$ cat src/rtl/msg_dispatch_if.sv
// Bundles msg_dispatch's FIFO inside port and the engine request/response channels.
// master = dispatcher side, slave = FIFO/engine side.
interface msg_dispatch_if #(
    parameter int W_MSG = 64,
    parameter int W_PAY = 40
);
    logic             in_msg_rdy;
    logic [W_MSG-1:0] in_msg;
    logic             in_msg_ack;
    logic             out_msg_rdy;
    logic [W_MSG-1:0] out_msg;
    logic             out_msg_ack;
    logic             req_valid;
    logic             req_ready;
    logic [7:0]       req_src;
    logic [7:0]       req_tag;
    logic [W_PAY-1:0] req_pay;
    logic             rsp_valid;
    logic             rsp_ready;
    logic [7:0]       rsp_dst;
    logic [7:0]       rsp_tag;
    logic [W_PAY-1:0] rsp_data;

    modport master (
        input  in_msg_rdy, in_msg,
        output in_msg_ack,
        output out_msg_rdy, out_msg,
        input  out_msg_ack,
        output req_valid, req_src, req_tag, req_pay,
        input  req_ready,
        input  rsp_valid, rsp_dst, rsp_tag, rsp_data,
        output rsp_ready
    );

    modport slave (
        output in_msg_rdy, in_msg,
        input  in_msg_ack,
        input  out_msg_rdy, out_msg,
        output out_msg_ack,
        input  req_valid, req_src, req_tag, req_pay,
        output req_ready,
        output rsp_valid, rsp_dst, rsp_tag, rsp_data,
        input  rsp_ready
    );
endinterface

$ cat src/rtl/msg_dispatch.sv
// Message dispatcher: pops inbound FIFO messages, routes EVAL to the engine, answers PING
// locally, drops the rest, and frames replies back into the FIFO. Statistics: MSG_DISPATCH_STATS_EN.
module msg_dispatch #(
    parameter int W_MSG = 64,
    parameter int W_PAY = 40
) (
    input  logic          clk,
    input  logic          rst_n,
    msg_dispatch_if.master bus,
    output logic [15:0]   rx_cnt,
    output logic [15:0]   tx_cnt,
    output logic [15:0]   drop_cnt
);
    localparam logic [7:0] OP_EVAL  = 8'h01;
    localparam logic [7:0] OP_PING  = 8'h02;
    localparam logic [7:0] RPL_EVAL = 8'h81;
    localparam logic [7:0] RPL_PING = 8'h82;

    typedef enum logic [1:0] {IN_IDLE, IN_ACK, IN_DISPATCH} in_state_t;
    typedef enum logic {OUT_IDLE, OUT_SEND} out_state_t;

    in_state_t        in_state, in_next;
    out_state_t       out_state, out_next;
    logic [W_MSG-1:0] msg_q;
    logic [W_MSG-1:0] ping_msg;
    logic             ping_full;
    logic             ping_wr;
    logic             ping_pop;
    logic             rsp_take;
    logic [7:0]       op_q;

    assign op_q            = msg_q[W_MSG-1 -: 8];
    assign bus.req_src     = msg_q[W_MSG-9 -: 8];
    assign bus.req_tag     = msg_q[W_MSG-17 -: 8];
    assign bus.req_pay     = msg_q[W_PAY-1:0];
    assign bus.in_msg_ack  = (in_state == IN_ACK);
    assign bus.out_msg_rdy = (out_state == OUT_SEND);

    // The FIFO head is captured in IDLE only; ACK deliberately ignores in_msg_rdy.
    always_ff @(posedge clk or negedge rst_n) begin
        if (!rst_n) begin
            in_state <= IN_IDLE;
            msg_q    <= '0;
        end else begin
            in_state <= in_next;
            if (in_state == IN_IDLE && bus.in_msg_rdy)
                msg_q <= bus.in_msg;
        end
    end

    always_comb begin
        in_next       = in_state;
        ping_wr       = 1'b0;
        bus.req_valid = 1'b0;
        case (in_state)
            IN_IDLE:     if (bus.in_msg_rdy) in_next = IN_ACK;
            IN_ACK:      in_next = IN_DISPATCH;
            IN_DISPATCH: begin
                case (op_q)
                    OP_EVAL: begin
                        bus.req_valid = 1'b1;
                        if (bus.req_ready) in_next = IN_IDLE;
                    end
                    OP_PING: begin
                        if (!ping_full) begin
                            ping_wr = 1'b1;
                            in_next = IN_IDLE;
                        end
                    end
                    default: in_next = IN_IDLE;
                endcase
            end
            default:     in_next = IN_IDLE;
        endcase
    end

    // Write needs an empty buffer and pop needs a full one, so they never coincide.
    always_ff @(posedge clk or negedge rst_n) begin
        if (!rst_n) begin
            ping_full <= 1'b0;
            ping_msg  <= '0;
        end else if (ping_wr) begin
            ping_full <= 1'b1;
            ping_msg  <= {RPL_PING, msg_q[W_MSG-9:0]};
        end else if (ping_pop) begin
            ping_full <= 1'b0;
        end
    end

    always_ff @(posedge clk or negedge rst_n) begin
        if (!rst_n) begin
            out_state   <= OUT_IDLE;
            bus.out_msg <= '0;
        end else begin
            out_state <= out_next;
            if (ping_pop)
                bus.out_msg <= ping_msg;
            else if (rsp_take)
                bus.out_msg <= {RPL_EVAL, bus.rsp_dst, bus.rsp_tag, bus.rsp_data};
        end
    end

    // A pending ping reply always wins over an engine result.
    always_comb begin
        out_next      = out_state;
        ping_pop      = 1'b0;
        rsp_take      = 1'b0;
        bus.rsp_ready = 1'b0;
        case (out_state)
            OUT_IDLE: begin
                bus.rsp_ready = !ping_full;
                if (ping_full) begin
                    ping_pop = 1'b1;
                    out_next = OUT_SEND;
                end else if (bus.rsp_valid) begin
                    rsp_take = 1'b1;
                    out_next = OUT_SEND;
                end
            end
            OUT_SEND: if (bus.out_msg_ack) out_next = OUT_IDLE;
            default:  out_next = OUT_IDLE;
        endcase
    end

`ifdef MSG_DISPATCH_STATS_EN
    logic drop;
    assign drop = (in_state == IN_DISPATCH) && (op_q != OP_EVAL) && (op_q != OP_PING);

    always_ff @(posedge clk or negedge rst_n) begin
        if (!rst_n) begin
            rx_cnt   <= '0;
            tx_cnt   <= '0;
            drop_cnt <= '0;
        end else begin
            if (bus.in_msg_ack && rx_cnt != '1)
                rx_cnt <= rx_cnt + 16'd1;
            if (out_state == OUT_SEND && bus.out_msg_ack && tx_cnt != '1)
                tx_cnt <= tx_cnt + 16'd1;
            if (drop && drop_cnt != '1)
                drop_cnt <= drop_cnt + 16'd1;
        end
    end
`else
    assign rx_cnt   = '0;
    assign tx_cnt   = '0;
    assign drop_cnt = '0;
`endif
endmodule

$ cat src/flat_wrapper.sv
// flat-port wrapper written by rule: the top's interface ports become plain ports
module msg_dispatch_flat 
#(
    parameter int W_MSG = 64,
    parameter int W_PAY = 40
)
  (clk, rst_n, rx_cnt, tx_cnt, drop_cnt, bus_in_msg_rdy, bus_in_msg, bus_in_msg_ack, bus_out_msg_rdy, bus_out_msg, bus_out_msg_ack, bus_req_valid, bus_req_src, bus_req_tag, bus_req_pay, bus_req_ready, bus_rsp_valid, bus_rsp_dst, bus_rsp_tag, bus_rsp_data, bus_rsp_ready);
  msg_dispatch_if #(.W_MSG(W_MSG), .W_PAY(W_PAY)) bus_i ();
  input  logic clk;
  input  logic rst_n;
  output logic [15:0] rx_cnt;
  output logic [15:0] tx_cnt;
  output logic [15:0] drop_cnt;
  input wire logic [$bits(bus_i.in_msg_rdy)-1:0] bus_in_msg_rdy;
  input wire logic [$bits(bus_i.in_msg)-1:0] bus_in_msg;
  output wire logic [$bits(bus_i.in_msg_ack)-1:0] bus_in_msg_ack;
  output wire logic [$bits(bus_i.out_msg_rdy)-1:0] bus_out_msg_rdy;
  output wire logic [$bits(bus_i.out_msg)-1:0] bus_out_msg;
  input wire logic [$bits(bus_i.out_msg_ack)-1:0] bus_out_msg_ack;
  output wire logic [$bits(bus_i.req_valid)-1:0] bus_req_valid;
  output wire logic [$bits(bus_i.req_src)-1:0] bus_req_src;
  output wire logic [$bits(bus_i.req_tag)-1:0] bus_req_tag;
  output wire logic [$bits(bus_i.req_pay)-1:0] bus_req_pay;
  input wire logic [$bits(bus_i.req_ready)-1:0] bus_req_ready;
  input wire logic [$bits(bus_i.rsp_valid)-1:0] bus_rsp_valid;
  input wire logic [$bits(bus_i.rsp_dst)-1:0] bus_rsp_dst;
  input wire logic [$bits(bus_i.rsp_tag)-1:0] bus_rsp_tag;
  input wire logic [$bits(bus_i.rsp_data)-1:0] bus_rsp_data;
  output wire logic [$bits(bus_i.rsp_ready)-1:0] bus_rsp_ready;
  assign bus_i.in_msg_rdy = bus_in_msg_rdy;
  assign bus_i.in_msg = bus_in_msg;
  assign bus_in_msg_ack = bus_i.in_msg_ack;
  assign bus_out_msg_rdy = bus_i.out_msg_rdy;
  assign bus_out_msg = bus_i.out_msg;
  assign bus_i.out_msg_ack = bus_out_msg_ack;
  assign bus_req_valid = bus_i.req_valid;
  assign bus_req_src = bus_i.req_src;
  assign bus_req_tag = bus_i.req_tag;
  assign bus_req_pay = bus_i.req_pay;
  assign bus_i.req_ready = bus_req_ready;
  assign bus_i.rsp_valid = bus_rsp_valid;
  assign bus_i.rsp_dst = bus_rsp_dst;
  assign bus_i.rsp_tag = bus_rsp_tag;
  assign bus_i.rsp_data = bus_rsp_data;
  assign bus_rsp_ready = bus_i.rsp_ready;
  msg_dispatch #(.W_MSG(W_MSG), .W_PAY(W_PAY)) u_core (.clk(clk), .rst_n(rst_n), .bus(bus_i), .rx_cnt(rx_cnt), .tx_cnt(tx_cnt), .drop_cnt(drop_cnt));
endmodule
$ cat config.mk
export PLATFORM = sky130hd
export DESIGN_NAME = msg_dispatch_flat
export DESIGN_NICKNAME = d
export VERILOG_FILES = /design/src/rtl/msg_dispatch_if.sv /design/src/rtl/msg_dispatch.sv /design/src/flat_wrapper.sv
export SDC_FILE = /design/constraint.sdc
export NUM_CORES = 1
export LEC_CHECK = 0
export CORE_ASPECT_RATIO = 1.75
export CORE_MARGIN = 2
export CORE_UTILIZATION = 49
export CTS_CLUSTER_SIZE = 20
export DETAILED_ROUTE_END_ITERATION = 16
export PLACE_DENSITY = 0.87
export SLEW_MARGIN = 40
export SYNTH_ARGS = -nofsm -noshare
export SYNTH_HDL_FRONTEND = slang
export SYNTH_SLANG_ARGS = --single-unit
$ cat constraint.sdc
create_clock -name clk -period 3.4 [get_ports clk]
set_clock_uncertainty 0.2 [all_clocks]
set_input_delay 0.34 -clock clk [delete_from_list [all_inputs] [get_ports clk]]
set_output_delay 0.34 -clock clk [all_outputs]
set_load 0.01 [all_outputs]
==> impl_metrics.py <==
metrics = {
    "run": {
        "cap_violations": 0,
    },
    "setup_path": {
        "r2r-end": "u_core.ping_msg[36]$_DFFE_PN0P_",
        "critPathRequiredTime_ns": 2.86,
        "path_max_fanout": 2,
        "critical_path_class": "reg2out",
        "cp-start-kind": "flop",
        "reg2reg_from": "u_core.msg_q[61]$_DFFE_PN0P_",
        "setup.worst_path.end_class": "output port",
        "crit_arrival_ns": 2.18,
        "rrSetupSlack_ns": 1.03,
        "worstRegToRegCells": 4,
    },
    "timing": {
        "finalSetupViolations": 0,
        "tightest_slew_ns": 0.650,
        "final.period_utilization_pct": 79.9,
        "fmax_mhz": 368,
        "rsz0062_at_grt": "no",
        "timing.setup.tns_ns": 0,
        "maxSlewViolCount": 0,
        "relSlewSlack_pct": 56.7,
        "fin_crit_ns": 2.72,
        "hold_viol": 0,
    },
    "floorplan": {
        "initial_core_util_pct": 50.3,
        "core-area_um2": 16400,
        "rows": 62,
        "ioPinCount": 298,
        "die_area_um2": 18000,
        "die_w_um": 102,
        "dieHeight_um": 176,
    },
    "clock_tree": {
        "clock_latency_ns": 0.42,
        "cts.clk_slew.worst_paths_ns": 0.06,
        "htreeDepth": 4,
        "clk_path_buf_depth": 2,
        "numCtsBuffers": 17,
        "post_cts_buffers": 0,
        "cts_sinks": 184,
        "cts_tree": "yes",
        "cts_root_buf": "clkbuf_16",
    },
    "grt": {
        "overflow": 0,
        "antenna_found_initial": 1,
        "grt.total_usage_pct": 22.2,
        "grt_max_degree": 115,
        "grt_pass1_wl_um": 29900,
        "grt_pass1_vias": 5578,
    },
    "cells_and_area": {
        "instances_no_fill": 1062,
        "fillerInstances": 1246,
        "fin_nets": 951,
        "syn2layout_area_growth_pct": 32.3,
        "layout-drive-gt1-share_pct": 19.6,
    },
    "pwr": {
        "ir_worst_vdd_v": 0.000344,
        "seq_power_share_pct": 43.8,
        "p_sw_mw": 1.85,
        "swShare_pct": 27.6,
        "p_leak_nw": 4.82,
        "clkPwrFrac_pct": 30.5,
        "powerDensity_nw_per_um2": 612,
        "p_int_mw": 4.84,
        "comb_power_share_pct": 25.6,
    },
    "place": {
        "port_buffers": 244,
        "dp_hpwl_um": 13600,
        "gp_congestion": 0.797,
        "place_inst": 1029,
    },
    "routing": {
        "wl_per_cell_um": 18.1,
        "dr.pass1.iters": 4,
        "drtIter0Drc": 173,
        "postRouteAntennaNets": 0,
        "vias": 5226,
        "drc": 0,
        "wl_um": 19200,
        "vias_per_cell": 4.92,
    },
    "min_path": {
        "hold_start": "u_core.bus.out_msg[26]$_DFFE_PN0P_",
        "min_to": "u_core.bus.out_msg[26]$_DFFE_PN0P_",
        "hp-class": "reg2reg",
        "worstHoldPathCells": 2,
    },
    "yosys": {
        "ys_seq_area_share_pct": 55.7,
        "synthTopCellsByCount": "dfrtp_1, buf_4, mux2_2",
        "ys_types": 24,
        "synth-edff-count": 0,
        "synth.area.top_cells": "dfrtp_1, mux2_2, buf_4",
        "ys_ff_latch": 184,
        "synth_area_um2": 8260,
        "yosys.cell_count.top_type": "dfrtp_1",
        "synth_top_area_cell": "dfrtp_1",
        "synth.top_cell.area_share_pct": 55.7,
        "synthFlopType": "dfrtp_1",
        "synth_cells": 642,
        "syn_area_per_cell_um2": 12.9,
        "yosys_warnings": 0,
        "async_reset_ff_share_pct": 100,
    },
    "status": {
        "status": "finished clean",
    },
}
[worst max path at each step]
stage | slack (ns) | to | cells after the start | startpoint
floorplan | 1.66 | u_core.ping_msg[38]$_DFFE_PN0P_ | 5 | u_core.in_state[0]$_DFFE_PN0P_
CTS | 0.65 | bus_req_valid | 4 | u_core.msg_q[61]$_DFFE_PN0P_
finish | 0.68 | bus_req_valid | 4 | u_core.msg_q[61]$_DFFE_PN0P_
global route | 0.60 | bus_req_valid | 4 | u_core.msg_q[61]$_DFFE_PN0P_
global placement | 0.80 | u_core.ping_msg[39]$_DFFE_PN0P_ | 3 | u_core.msg_q[61]$_DFFE_PN0P_
detailed placement | 1.03 | u_core.ping_msg[38]$_DFFE_PN0P_ | 4 | u_core.msg_q[61]$_DFFE_PN0P_
[power by group through the flow]
stage / combinational, mW / sequential [mW] / clock [mW]
final: 1.71 / 2.93 / 2.04
after CTS: 1.74 / 2.93 / 2.08
after detailed placement: 1.73 / 2.97 / 0
after global routing: 1.85 / 2.99 / 2.17
after global placement: 1.68 / 2.95 / 0
after floorplan: 0.909 / 2.96 / 0
[cells by family after synthesis]
kind of cell	after synthesis	synth area share, %
AOI/OAI and AO/OA	64	4.03
muxes	175	23.8
DFF	184	55.7
other	1	0.0454
buffers and inverters	145	12.4
and+or+nand+nor	73	3.97
[repair_timing]
action                                 4_1_cts  5_1_grt
hold buffers                                 1        0
resized for setup                            0        0
endpoints found under the hold margin       68        0
setup endpoints to repair                    0        0
[per-layer routing]
metal  global-route usage, %  share of wire (%)  vias up
met1                    22.7                 34     2568
met2                    40.5                 56      223
met5                       0                  0        -
met3                    5.29                5.9       45
li1                        -                  -     2390
met4                    11.7                4.4        0
[worst max-delay path, stage by stage (launching register included)]
cell	delay [ns]
dfrtp_1	0.39
nor4_2	0.44
nand2_1	0.14
nor3_1	0.21
clkdlybuf4s50_1	0.58
[cells in the final DEF, fill, tap and decap left out, types with 4 or more instances in the layout]
cell and instances:
o21ai_0 57, inv_6 5, mux2i_1 56, mux2_4 18, dfrtp_1 184, clkbuf_16 17
buf_4 4, mux2_2 101, inv_1 4, clkdlybuf4s50_1 243, nand2_1 61, conb_1 53
buf_12 4
[area by class of cell]
cell class | instances | area (µm²) | share of cell area [%]
Inverter | 4 | 15.0 | 0.137
Multi-Input combinational cell | 365 | 2860 | 26.2
Clock inverter | 12 | 165 | 1.51
Antenna cell | 1 | 2.50 | 0.0229
Clock buffer | 19 | 443 | 4.05
Timing Repair Buffer | 253 | 2560 | 23.4
Tap cell | 224 | 280 | 2.56
Sequential cell | 184 | 4600 | 42.1
[flip-flops by register name (all words and copies together), names as in the netlist]
register	flops
u_core.bus.out_msg	59
u_core.bus.out_msg_rdy	1
u_core.in_state	2
u_core.msg_q	64
u_core.ping_full	1
u_core.ping_msg	57
[metrics by stage]
step                util (%)  area (µm²)  hold WS [ns]  setup WS, ns  total power, mW
CTS                     66.5       10900         0.279         0.647             6.76
floorplan                  -        8460        -0.156          1.66             3.87
global route            66.5       10900         0.300         0.600             7.00
finish                  66.5       10900         0.280         0.682             6.69
detailed placement      62.7       10300         0.199          1.03             4.70
global placement        62.6       10300         0.197         0.805             4.63
Note: power is estimated with default switching activity, not from simulation.
